File: src/rtl/fpu_issue_ctrl.sv
// EX-stage issue/stall sequencer for the FPU: maps fpuOp to a unit latency, gates the FPU
// clock enable, freezes the front of the pipeline while an op is in flight, and flags the result cycle.
module fpu_issue_ctrl #(
  parameter int unsigned LAT_ADD  = 7,
  parameter int unsigned LAT_MUL  = 5,
  parameter int unsigned LAT_DIV  = 6,
  parameter int unsigned LAT_CMP  = 1,
  parameter int unsigned LAT_SQRT = 16,
  parameter int unsigned LAT_CVT  = 6,
  parameter int unsigned LAT_FMA  = 12,
  parameter int unsigned CNT_W    = 5
) (
  input  logic        clock,
  input  logic        clear,
  input  logic        ex_fpu_valid,
  input  logic [3:0]  fpuOp,
  input  logic        flush,
  output logic        fpu_sel,
  output logic        fpu_stall,
  output logic        fpu_done,
  output logic        busy,
  output logic [31:0] stall_cycles,
  output logic [1:0]  dbg_state
);

  // Handshake: ex_fpu_valid presents an op; the op is accepted in the IDLE cycle where
  // fpu_stall rises, and its result is valid exactly in the cycle fpu_done is high.

  localparam int unsigned MAX_LAT = (1 << CNT_W) - 1;

  if (LAT_ADD > MAX_LAT || LAT_MUL > MAX_LAT || LAT_DIV > MAX_LAT || LAT_CMP > MAX_LAT ||
      LAT_SQRT > MAX_LAT || LAT_CVT > MAX_LAT || LAT_FMA > MAX_LAT) begin : g_lat_chk
    $error("fpu_issue_ctrl: a unit latency does not fit in CNT_W bits");
  end

  typedef enum logic [1:0] {
    S_IDLE = 2'd0,
    S_RUN  = 2'd1,
    S_DONE = 2'd2
  } state_t;

  state_t             r_state;
  logic [CNT_W-1:0]   r_cnt;
  logic               r_sel;
  logic [31:0]        r_stall_cnt;

  logic [CNT_W-1:0]   w_lat;
  logic               w_idle;
  logic               w_zero_lat;
  logic               w_start;
  logic               w_stall;
  logic               w_done;

  function automatic logic [CNT_W-1:0] lat_of(input logic [3:0] op);
    logic [CNT_W-1:0] l;
    case (op)
      4'd0, 4'd1:                l = CNT_W'(LAT_ADD);
      4'd2:                      l = CNT_W'(LAT_MUL);
      4'd3:                      l = CNT_W'(LAT_DIV);
      4'd5, 4'd7:                l = CNT_W'(LAT_CMP);
      4'd6:                      l = CNT_W'(LAT_SQRT);
      4'd8, 4'd9:                l = CNT_W'(LAT_CVT);
      4'd10, 4'd11, 4'd12, 4'd13: l = CNT_W'(LAT_FMA);
      default:                   l = '0;  // sign-inject and unused codes are combinational
    endcase
    return l;
  endfunction

  assign w_lat      = lat_of(fpuOp);
  assign w_idle     = (r_state == S_IDLE);
  assign w_zero_lat = (w_lat == '0);
  assign w_start    = ex_fpu_valid & ~flush & w_idle & ~w_zero_lat;
  assign w_stall    = w_start | (r_state == S_RUN);
  // A flush in the DONE cycle kills the result as well as the op.
  assign w_done     = ((r_state == S_DONE) & ~flush) |
                      (w_idle & ex_fpu_valid & ~flush & w_zero_lat);

  always_ff @(posedge clock or posedge clear) begin
    if (clear) begin
      r_state <= S_IDLE;
      r_cnt   <= '0;
      r_sel   <= 1'b0;
    end else if (flush) begin
      r_state <= S_IDLE;
      r_cnt   <= '0;
      r_sel   <= 1'b0;
    end else begin
      case (r_state)
        S_IDLE: begin
          if (w_start) begin
            r_state <= S_RUN;
            r_cnt   <= w_lat;
            r_sel   <= 1'b1;
          end
        end
        S_RUN: begin
          r_cnt <= r_cnt - CNT_W'(1);
          if (r_cnt == CNT_W'(1)) begin
            r_state <= S_DONE;
          end
        end
        S_DONE: begin
          // Dropping fpu_sel here gives the FPU one aclr cycle before any back-to-back op.
          r_state <= S_IDLE;
          r_cnt   <= '0;
          r_sel   <= 1'b0;
        end
        default: begin
          r_state <= S_IDLE;
          r_cnt   <= '0;
          r_sel   <= 1'b0;
        end
      endcase
    end
  end

  always_ff @(posedge clock or posedge clear) begin
    if (clear) begin
      r_stall_cnt <= '0;
    end else if (w_stall && (r_stall_cnt != 32'hFFFF_FFFF)) begin
      r_stall_cnt <= r_stall_cnt + 32'd1;
    end
  end

  assign fpu_sel      = r_sel;
  assign fpu_stall    = w_stall;
  assign fpu_done     = w_done;
  assign busy         = ~w_idle;
  assign stall_cycles = r_stall_cnt;
  assign dbg_state    = r_state;

endmodule

File: config.mk
export PLATFORM = sky130hd
export DESIGN_NAME = fpu_issue_ctrl
export DESIGN_NICKNAME = d
export VERILOG_FILES = /design/src/rtl/fpu_issue_ctrl.sv
export SDC_FILE = /design/constraint.sdc
export NUM_CORES = 1
export LEC_CHECK = 0
export CAP_MARGIN = 5
export CORE_AREA = 2 2 73 75
export DETAILED_ROUTE_END_ITERATION = 10
export DIE_AREA = 0 0 75 77
export PLACE_DENSITY = 0.7
export SETUP_SLACK_MARGIN = 0.5
export SLEW_MARGIN = 0
export SYNTH_ARGS = -nofsm -noshare
export SYNTH_HDL_FRONTEND = slang
export SYNTH_SLANG_ARGS = --single-unit
File: constraint.sdc
create_clock -name clock -period 2.6 [get_ports clock]
set_input_delay 0.65 -clock clock [delete_from_list [all_inputs] [get_ports clock]]
set_output_delay 0.65 -clock clock [all_outputs]
set_load 0.1 [all_outputs]
==> results.toml <==
[pwr]
pwr-share-clk = 0.190
seqPwrFrac = 0.359
p_per_area_nw_per_um2 = 679
pwr-share-comb = 0.451
switching_power_mw = 1.00
p_leak_nw = 1.49
power.internal_mw = 1.23
peakVddDrop_v = 0.00103
switching_share = 0.450

[sta]
rsz0062_at_grt = "yes"
fin_crit_sh = 1.07
period_needed_ns = 2.79
finalWorstSetupSlack_ns = -0.193
slew_violations = 0
fmax_mhz = 358
setup_violations = 2
slew_headroom = 0.589
finalHoldViolations = 0
worst_pin_slew_ns = 0.610
fin_hold_ws_ns = 0.486
clock_skew_ns = 0.00817

[cts]
root_buffer = "clkbuf_8"
htree_levels = 2
cts_tree = "done"
insertion_delay_ns = 0.29
clkTransAtPathRegs_ns = 0.07
clkSinkCount = 40
cts-hold-fix-buffers = 0
cts_buffers = 5
ctsLongestPathBuffers = 2

[detailed_routing]
avgViaCountPerCell = 5.27
routed_wl_mm = 5.22
vias = 1886
dr.pass1.iters = 6
ant_nets = 0
wl_per_cell_um = 14.6
drt_iter0_drc = 93
drc_errors = 0

[setup_path]
critPathMaxFanout = 3
r2r-start = "stall_cycles[24]$_DFFE_PP0P_"
crit_type = "input pin to output port"
worstSetupEndpointType = "output port"
r2r-end = "stall_cycles[23]$_DFFE_PP0P_"
r2r_slack_ns = 0.53
worstPathArrival_ns = 2.14
crit_required_ns = 1.95
rr_worst_depth = 6
startpoint_type = "input pin"
cp-startpoint = "fpuOp[2]"
critPathCapture = "fpu_stall"

[finish]
n_antenna_cell = 0
fillers = 407
drive_gt1_frac = 0.493
fin_nets = 300
area_delta_synth_final_pct = 50.5
fin_util = 0.660

[global_route]
grt_pass1_vias = 1763
grt_overflow_total = 0
antenna_found_initial = 0
grt_max_degree = 41
grtUsageTotal = 0.191
grt_pass1_wl_mm = 8.51

[die]
die_x_um = 75
core_area_um2 = 4980
ios = 46
row_count = 26
die_area_um2 = 5780
chipHeight_um = 77
start_util = 0.439

[synthesis]
synthArstFlopShare = 1.00
synthFlopType = "dfrtp_1"
synth_edf_count = 0
netlist_area_um2 = 2180
syn_nets = 226
yosysSeqAreaShare = 0.458
yosysWarnings = 0
synth-seq-cells = 40
synth_cell_types = 41
synth_area_per_cell_um2 = 10.3
syn_inst = 213

[place]
dp_hpwl_mm = 3.58
port_buffers = 45
gp_congestion = 0.825

[status]
violations = "setup timing"
outcome = "finished, violations left"

[job]
cap_violations = 0

[worst_hold_path]
hp-class = "register to register"
==> worst max-delay path: stages <==
cell,delay [ns]
buf_12,0.11
inv_12,0.04
ha_4,0.19
or4bb_4,0.57
buf_6,0.14
a41o_4,0.26
buf_12,0.16
==> kinds of logic after synthesis <==
logic type | count (synthesis) | synth area share
mux | 3 | 0.0149
xor+xnor | 32 | 0.128
simple gates | 100 | 0.265
buf+inv | 15 | 0.0349
compound gates | 18 | 0.0705
fa+ha+maj | 5 | 0.0286
flops | 40 | 0.458
==> how the worst min path moves through the flow <==
stage | start | to | slack (ns) | depth (start not counted)
2_1_floorplan | r_cnt[0]$_DFFE_PP0P_ | r_cnt[0]$_DFFE_PP0P_ | 0.51 | 1
3_3_place_gp | fpu_sel$_DFFE_PP0P_ | fpu_sel$_DFFE_PP0P_ | 0.46 | 2
3_5_place_dp | fpu_sel$_DFFE_PP0P_ | fpu_sel$_DFFE_PP0P_ | 0.47 | 2
4_1_cts | fpu_sel$_DFFE_PP0P_ | fpu_sel$_DFFE_PP0P_ | 0.49 | 2
5_1_grt | fpu_sel$_DFFE_PP0P_ | fpu_sel$_DFFE_PP0P_ | 0.53 | 2
6_report | fpu_sel$_DFFE_PP0P_ | fpu_sel$_DFFE_PP0P_ | 0.49 | 2
==> final cells by class <==
| class | count | area (µm²) | area share |
|---|---|---|---|
| clock buffers | 6 | 82.6 | 0.0251 |
| clock inverters | 2 | 10.0 | 0.00305 |
| inverters | 9 | 53.8 | 0.0164 |
| multi-input cells | 158 | 1340 | 0.409 |
| flip-flops and latches | 40 | 1020 | 0.310 |
| well taps | 70 | 87.6 | 0.0266 |
| repair buffers | 73 | 689 | 0.210 |
==> sequential cells by signal (all words and copies together) (netlist names) <==
name,flops
fpu_sel,1
dbg_state,2
r_cnt,5
stall_cycles,32
==> per-layer routing <==
layer	GRT usage	wire [µm]	vias to the layer above
met5	0	0	-
met4	0.0482	51	0
met3	0.0394	187	6
met2	0.292	2510	42
met1	0.273	2470	927
li1	-	-	911
==> cell usage after synthesis, types with 3 or more instances <==
library cell | number | area (µm²)
nor3_1 | 6 | 30.0
nand4_1 | 19 | 119
nand3_1 | 11 | 55.1
inv_1 | 9 | 33.8
or2_2 | 5 | 31.3
xor2_1 | 11 | 96.3
nor2_1 | 14 | 52.6
nand2b_1 | 3 | 18.8
ha_1 | 5 | 62.6
a211oi_1 | 5 | 37.5
xnor2_1 | 21 | 184
and3_1 | 6 | 37.5
nor4_1 | 5 | 31.3
dfrtp_1 | 40 | 1000
nor2b_1 | 4 | 25.0
nand2_1 | 15 | 56.3
==> metrics by stage <==
step,power (mW),TNS (ns),worst slack [ns],cell area [µm²],instances
floorplan,1.50,-0.502,-0.502,2340,213
global placement,1.70,-23.23,-0.772,2900,339
detailed placement,1.72,-23.94,-0.773,2900,339
global route,2.35,-0.566,-0.220,3290,358
CTS,2.19,-0.314,-0.160,3140,353
finish,2.23,-0.373,-0.193,3290,358
==> what timing repair did <==
action                     CTS  global route
gates cloned                 0             1
setup endpoints to repair   41            40
pin swaps                   15            17
buffers inserted             6             4
gates resized for setup     39            24
==> placed cells by master, fill, tap and decap left out, types with 5 or more instances in the layout <==
cell type,synthesis,routed
buf_6,2,13
nor2_2,0,6
nand3_1,11,7
xor2_1,11,11
dfrtp_2,0,15
dfrtp_1,40,25
and3_1,6,5
buf_4,1,48
nand2_1,15,11
nand3_2,2,5
nor2_1,14,8
xnor2_1,21,17
nand4_1,19,19
inv_1,9,6
or2_2,5,5
clkbuf_8,0,6
==> power by group through the flow <==
stage                     combinational (mW)  clock (mW)  sequential, mW
final                                   1.01       0.424           0.802
after global routing                    1.06       0.467           0.822
after CTS                              0.959       0.435           0.796
after detailed placement               0.907           0           0.808
after global placement                 0.898           0           0.806
after floorplan                        0.318           0            1.18
(Power assumes the default switching activity.)
